==> src/rtl/kbd_input_ctrl.sv <==
// PS/2 set-2 scancodes to decimal values for the CPU input port.
// Digits accumulate in ENTRY; Enter hands the value off over control/status.
module kbd_input_ctrl #(
  parameter int DATA_WIDTH = 16
) (
  input  logic                  clk,
  input  logic                  rst_n,
  input  logic                  code_valid,
  input  logic [7:0]            code,
  input  logic                  status,
  output logic                  control,
  output logic [DATA_WIDTH-1:0] in,
  output logic [DATA_WIDTH-1:0] entry,
  output logic                  entering,
  output logic                  ovf
);

  localparam int WW = DATA_WIDTH + 4;
  localparam logic [WW-1:0] MAXW = {4'b0, {DATA_WIDTH{1'b1}}};

  typedef enum logic [1:0] {
    IDLE,
    ENTRY,
    HANDOFF
  } state_t;

  state_t                  state_q, state_d;
  logic [DATA_WIDTH-1:0]   acc_q, acc_d;
  logic [DATA_WIDTH-1:0]   in_q, in_d;
  logic                    ovf_q, ovf_d;
  logic                    dig_q, dig_d;
  logic                    brk_q, brk_d;
  logic                    ext_q, ext_d;

  logic                    is_dig;
  logic [3:0]              dval;
  logic [WW-1:0]           acc_w;
  logic [WW-1:0]           wide;
  logic                    sat;
  logic                    eff;

  // Map digit make codes to their decimal value.
  always_comb begin
    is_dig = 1'b1;
    dval   = 4'd0;
    case (code)
      8'h45: dval = 4'd0;
      8'h16: dval = 4'd1;
      8'h1E: dval = 4'd2;
      8'h26: dval = 4'd3;
      8'h25: dval = 4'd4;
      8'h2E: dval = 4'd5;
      8'h36: dval = 4'd6;
      8'h3D: dval = 4'd7;
      8'h3E: dval = 4'd8;
      8'h46: dval = 4'd9;
      default: is_dig = 1'b0;
    endcase
  end

  // acc*10 + digit in the widened domain, flagged when it exceeds max.
  assign acc_w = {4'b0, acc_q};
  assign wide  = (acc_w << 3) + (acc_w << 1) + {{DATA_WIDTH{1'b0}}, dval};
  assign sat   = wide > MAXW;

  // Next-state: prefix tracking, then per-state byte and handshake handling.
  always_comb begin
    state_d = state_q;
    acc_d   = acc_q;
    in_d    = in_q;
    ovf_d   = ovf_q;
    dig_d   = dig_q;
    brk_d   = brk_q;
    ext_d   = ext_q;
    eff     = 1'b0;

    if (code_valid) begin
      if (code == 8'hF0) begin
        brk_d = 1'b1;
      end else if (code == 8'hE0) begin
        ext_d = 1'b1;
      end else if (brk_q || ext_q) begin
        brk_d = 1'b0;
        ext_d = 1'b0;
      end else begin
        eff = 1'b1;
      end
    end

    case (state_q)
      IDLE: begin
        if (status) begin
          state_d = ENTRY;
          acc_d   = '0;
          ovf_d   = 1'b0;
          dig_d   = 1'b0;
        end
      end
      ENTRY: begin
        if (!status) begin
          state_d = IDLE;
          acc_d   = '0;
          ovf_d   = 1'b0;
          dig_d   = 1'b0;
        end else if (eff) begin
          if (is_dig) begin
            acc_d = sat ? {DATA_WIDTH{1'b1}} : wide[DATA_WIDTH-1:0];
            ovf_d = ovf_q | sat;
            dig_d = 1'b1;
          end else if (code == 8'h66) begin
            acc_d = '0;
            ovf_d = 1'b0;
            dig_d = 1'b0;
          end else if (code == 8'h5A && dig_q) begin
            in_d    = acc_q;
            state_d = HANDOFF;
          end
        end
      end
      HANDOFF: begin
        if (!status) begin
          state_d = IDLE;
          acc_d   = '0;
          ovf_d   = 1'b0;
          dig_d   = 1'b0;
        end
      end
      default: state_d = IDLE;
    endcase
  end

  // State and datapath registers.
  always_ff @(posedge clk or negedge rst_n) begin
    if (!rst_n) begin
      state_q <= IDLE;
      acc_q   <= '0;
      in_q    <= '0;
      ovf_q   <= 1'b0;
      dig_q   <= 1'b0;
      brk_q   <= 1'b0;
      ext_q   <= 1'b0;
    end else begin
      state_q <= state_d;
      acc_q   <= acc_d;
      in_q    <= in_d;
      ovf_q   <= ovf_d;
      dig_q   <= dig_d;
      brk_q   <= brk_d;
      ext_q   <= ext_d;
    end
  end

  assign control  = (state_q == HANDOFF);
  assign entering = (state_q == ENTRY);
  assign in       = in_q;
  assign entry    = acc_q;
  assign ovf      = ovf_q;

endmodule

==> config.mk <==
export PLATFORM = sky130hd
export DESIGN_NAME = kbd_input_ctrl
export DESIGN_NICKNAME = d
export VERILOG_FILES = /design/src/rtl/kbd_input_ctrl.sv
export SDC_FILE = /design/constraint.sdc
export NUM_CORES = 1
export LEC_CHECK = 0
export ABC_AREA = 1
export CAP_MARGIN = 20
export CORE_ASPECT_RATIO = 1.5
export CORE_UTILIZATION = 41
export DETAILED_ROUTE_END_ITERATION = 6
export PLACE_DENSITY = 0.75
export SYNTH_ARGS = -nofsm -noshare
export SYNTH_HDL_FRONTEND = slang
export SYNTH_SLANG_ARGS = --single-unit
==> constraint.sdc <==
create_clock -name clk -period 3.45 [get_ports clk]
set_input_delay 0.5175 -clock clk [delete_from_list [all_inputs] [get_ports clk]]
set_output_delay 0.5175 -clock clk [all_outputs]
set_load 0.005 [all_outputs]
# Word level (Yosys, flattened, before mapping)
# Cells that the tools add are included.
dict set report classes {
  n_addsub 2
  n_lt_le_gt_ge 1
  n_eq_ne 24
  muxes 37
  bitwise 4
  n_reduce_logical 12
}
# op n
set ops {}
lappend ops {{$mux W16} 7}
lappend ops {{$eq A8 B6 Y1 const B} 6}
lappend ops {{$pmux W16 S3} 1}
lappend ops {{$pmux W4 S9} 1}
lappend ops {{$eq A8 B7 Y1 const B} 4}
lappend ops {{$add A19 B17 Y20} 1}
lappend ops {{$add A20 B4 Y20} 1}
lappend ops {{$gt A20 B16 Y1 const B} 1}
lappend ops {{$mux W1} 18}
lappend ops {{$eq A8 B5 Y1 const B} 2}
lappend ops {{$eq A8 B8 Y1 const B} 2}
lappend ops {{$mux W2} 7}
lappend ops {{$reduce_and A6 Y1} 2}
lappend ops {{$reduce_or A10 Y1} 1}
lappend ops {{$ne A2 B2 Y1 const B} 3}
lappend ops {{$ne A3 B2 Y1 const B} 2}
lappend ops {{$ne A3 B3 Y1 const B} 2}
lappend ops {{$pmux W1 S3} 2}
lappend ops {{$pmux W2 S3} 1}
lappend ops {{$reduce_and A3 Y1} 2}
lappend ops {{$reduce_and A5 Y1} 1}
lappend ops {{$ne A4 B2 Y1 const B} 1}
lappend ops {{$reduce_bool A2 Y1} 2}
lappend ops {{$not A1 Y1} 3}
lappend ops {{7 further kinds} 7}
dict set report totals {
  register_bits 38
  inputBits 12
  out_inout_bits 35
  word_cells 87
}

# Logic depth before layout (Yosys ltp)
dict set report depth {
  ltp_word 9
  depth_mapped 23
  depth_no_buf 22
}

# Worst setup path before layout
# OpenSTA, ideal clock, no wires.
dict set report synth_timing {
  path_type {input -> register}
  from {in code[2]}
  to {reg acc_q[10], in the netlist entry[10]}
  setup_time_ns 0.124
  arrival_ns 2.935
  required_time_ns 3.326
  setup_slack_ns 0.391
  path_stages 23
  path_buffers 1
  cell_sequence {inv_1 > nor2_2 > nand2_1 > inv_2 > nand2_1 > nand2_2 > inv_1 > fa_1 > inv_1 > fa_1 > nand2_1 > nand2_1 > nand3_1 > nand2_1 > nand2_1 > nand2_1 > nand2_1 > nand2_1 > nor2_1 > nand2_1 > nand2_4 > buf_6 > nand3_2}
}
dict set report synth_between {
  elab_chain_cells 9
  word_cells_on_any_way 29
  classes_between {add/sub (1); order compare (1); eq/ne (15); mux (10); reduce/logical (2)}
}
# item line_no
set synth_rtl {}
lappend synth_rtl {{start, declared} 9} ;# input logic [7:0] code,
lappend synth_rtl {{$eq A8 B7 Y1, or another cell as far along} 46} ;# case (code)
lappend synth_rtl {{$pmux W4 S9} 46}
lappend synth_rtl {{$add A20 B4 Y20} 63} ;# assign wide = (acc_w << 3) + (acc_w << 1) + {{DATA_WIDTH{1'b0}}, dval};
lappend synth_rtl {{$gt A20 B16 Y1} 64} ;# assign sat = wide > MAXW;
lappend synth_rtl {{$mux W16} 107} ;# acc_d = sat ? {DATA_WIDTH{1'b1}} : wide[DATA_WIDTH-1:0];
lappend synth_rtl {{$mux W16} 106} ;# if (is_dig) begin
lappend synth_rtl {{$mux W16} 105} ;# end else if (eff) begin
lappend synth_rtl {{$mux W16} 100} ;# if (!status) begin
lappend synth_rtl {{$pmux W16 S3} 90} ;# case (state_q)
lappend synth_rtl {{end signal, assigned} 136} ;# acc_q <= '0;
lappend synth_rtl {{end signal, assigned} 144} ;# acc_q <= acc_d;
lappend synth_rtl {{end, declared} 28} ;# logic [DATA_WIDTH-1:0] acc_q, acc_d;
# Parallel ways exist; a longest one is shown, timed or not. The select of a mux whose other input is x is not followed.
# A chain may end at the register's enable or synchronous reset.

# Worst setup path after layout
dict set report layout_timing {
  from {in code[2]}
  to {reg acc_q[4], in the netlist entry[4]}
}
# Same word-level chain as after synthesis.

==> run summary <==
The initial antenna violation count is 0. The CTS tree is built. The number of distinct library cells after synthesis came out at 28. The half-perimeter wire length after detailed placement is 6080 um. The total power after layout is 0.000986 W. Global routing finished with a remaining overflow of 0.

The tree built by TritonCTS fans out to 38 sinks. The count of pins over their slew limit is 0. The aggregate routed wire length came out at 7810 um. The post-cts hold buffer count came out at 0.

The first global-routing pass estimated 12600 um of wire. STA puts the critical path data required time at 3620 ps. The switching share of power is 22.0%. The slack of the worst reg-to-reg path came out at 660 ps. The combinational power share is 7.9%. The length in cells of the worst reg-to-reg path is 17. The highest ir drop seen on vdd is 0.000220 V.

In this run the count of I/O pins placed on the die edge is 47. The full die area came out at 7910 um2. Dividing the final minimum period by the clock period gives 90.0%. For this design the ratio of total power to cell area is 246 nW/um2. The core outline area came out at 7270 um2. The maximum level of the CTS H-tree is 2. The category of the critical setup timing path is primary input to register.

The library cell used most frequently in the layout, excluding fill and tap cells, is nand2_1. The critical path data arrival time is 3270 ps. The worst setup path is launched from a primary input. During placement, the flow inserted port buffers numbering 46.

The number of cells produced by synthesis is 443. The die outline width is 72.9 um. Setup violations remaining at the end of the flow were counted as 0. The count of yosys warnings during synthesis is 0. The fraction of the yosys area taken by sequential cells is 30.7%. The worst register-to-register path ends at entry[4]. The post-synthesis cell area came out at 3090 um2.

Max-cap violations in this run came to 0. The per-instance average area after synthesis came out at 6.98 um2. The detail-routed net length per standard cell is 12.6 um.

The largest stage delay on the critical path came out at 470 ps. The insertion delay to the later sink of the worst-skew pair is 290 ps. In this run, the clock network consumes 46.5% of the power. Once the floorplan was initialized, standard cells occupied 42.5% of the core. The critical path capture point type is a register. The maximum fanout along the worst path came out at 8. The startpoint identified for the worst register-to-register timing path is entry[0]. The internal power of the cells totals 0.000770 W. The relative area change from synthesis to final layout is 29.6%. After the first detailed-routing iteration, the DRC count stood at 164. The clock slew at the register clock pins of the worst setup and hold paths came out at 80 ps. The tree is rooted in a clkbuf_8. The ratio of routed vias to standard cells is 4.92. Measured against its own limit, the worst slew margin works out to 42.9%.

The number of rows in the core area is 38. The pre-CTS worst setup slack is -309 ps. The slowest stage of the critical path belongs to the cell fa_1.

Traced cell by cell, the critical path runs through dlymetal6s2s_1 -> inv_1 -> nor2_2 -> nand2_1 -> inv_2 -> nand2_1 -> nand2_2 -> inv_1 -> fa_1 -> inv_1 -> buf_4 -> ha_1 -> nand3_1 -> nand3_1 -> nand2_1 -> nand2_1 -> nand2_1 -> nand2_1 -> nand2_1 -> nand2_1 -> nor2_1 -> nand2_2 -> nand2_4 -> nand3_1. The longest clock path from root to sink contains 2 buffers. Counting stages on the worst path, the most repeated cell is nand2_1.

The repair_antennas step left the layout with diodes totalling 0. The number of nets in the synthesized netlist is 488. The synthesis-stage register bit count is 38. The first detailed-routing pass took 4 iterations.

The multi-input logic area came out at 1860 um2. Entering global routing, the biggest net connects 39 pins. The largest clock skew in the final design is 10.5 ps. The global routing usage summed across all routing layers came out at 20.5%. In this run the static leakage power is 2.42 nW.

The core occupancy in the finished layout is 55.1%. The upper clock frequency limit is 322 MHz. The worst setup path startpoint is code[2]. Measured along the y axis, the die boundary spans 108 um. The run finished with clean final reports. The number of buffers inserted during clock tree synthesis is 5.

Cells with a size suffix above 1 make up 14.7% of the layout. The last weighted congestion value of the routability-driven placer came out at 0.902. The number of vias after detailed routing is 3040. The layout net count is 562. The number of endpoints with negative hold slack in the final report is 0. The library cells used most frequently in the layout, excluding fill and tap cells, are nand2_1, inv_1, dfrtp_1.

The slew of the pin with the lowest slew margin is 856 ps. The slack of the critical path is 347 ps. The path class of the tightest hold or removal check is primary input to async pin. The detailed-route DRC error count is 0. The net switching component of the power came out at 0.000216 W. The count of antenna-violating nets left after detailed routing is 0. The clock period could shrink to 3100 ps. The last element of the critical path is entry[4]. The register share of total power is 45.6%. Setup repair after global routing left no endpoint under its margin.

The number of global-route vias before repair is 2868. The number of filler cells placed in the layout came out at 690. The storage element area is 951 um2.
[power by group through the flow]
stage | logic (W) | registers [W] | clock network (W)
floorplan | 0.0000360 | 0.000458 | 0
global placement | 0.0000739 | 0.000458 | 0
detailed placement | 0.0000759 | 0.000458 | 0
CTS | 0.0000765 | 0.000449 | 0.000462
global route | 0.0000866 | 0.000450 | 0.000477
finish | 0.0000779 | 0.000449 | 0.000459
[metal layers]
layer | wire length, um | global-route usage (%) | vias up
li1 | - | - | 1536
met4 | 325 | 9.80 | 0
met5 | 0 | 0 | -
met1 | 2940 | 20.6 | 1397
met2 | 4280 | 39.7 | 83
met3 | 265 | 3.54 | 24
[how the worst min path moves through the flow]
stage / end / depth (start not counted)
after floorplan: brk_q / 0
after global placement: in[10] / 2
after detailed placement: in[15] / 2
after CTS: in[8] / 1
after global routing: ovf / 1
final: ovf / 1
[area by class of cell]
cell class | instances | area share (%)
clock buffers | 5 | 1.72
clock inverters | 3 | 1.72
inverters | 72 | 6.74
multi-input cells | 329 | 46.5
flip-flops and latches | 38 | 23.7
well taps | 100 | 3.12
repair buffers | 71 | 16.5
[per-stage QoR]
stage                     area [um2]  hold WS (ps)  TNS [ps]  instances
final                           4010           325         0        618
after global placement          3800           473     -3680        606
after floorplan                 3090           222         0        443
after global routing            4010           384         0        618
after CTS                       3940           349         0        614
after detailed placement        3800           479     -4600        606
[worst max-delay path, delay by kind of cell]
kind / cells / cell delay, ps
simple gates: 16 / 1440
fa+ha+maj: 2 / 770
buf+inv: 6 / 530
[cells in the mapped netlist (all sizes together)]
master	number	share of area (%)
nand2	163	21
inv	72	8.7
dfrtp	38	31
nor2	35	5.4
nand3	33	7.0
ha	31	13
o21ai	22	3.6
a21oi	15	2.4
buf	6	1.6
xor2	6	1.7
nand4	5	1.0
nor3	5	0.81
xnor2	4	1.1
or2	3	0.61
fa	2	1.3
a211oi	1	0.24
and3	1	0.20
o21bai	1	0.24
[state kept, by name, summed over array words and instances (netlist names)]
signal   cells
in          16
dig_q        1
ext_q        1
entry       16
brk_q        1
ovf          1
state_q      2
[cell families after synthesis]
kind of cell	after synthesis	synth area share, %
DFF	38	30.7
xor gates and xnor gates	10	2.83
AOI/OAI and AO/OA	39	6.47
adders and majority gates	33	13.8
and+or+nand+nor	245	35.8
buffers and inverters	78	10.3
[what timing repair did]
action / 4_1_cts / 5_1_grt
resized for setup: 1 / 19
setup endpoints to repair: 1 / 17
setup buffers: 0 / 2
pin swaps: 0 / 9
cloned: 0 / 2
Note: power is estimated with default switching activity, not from simulation.
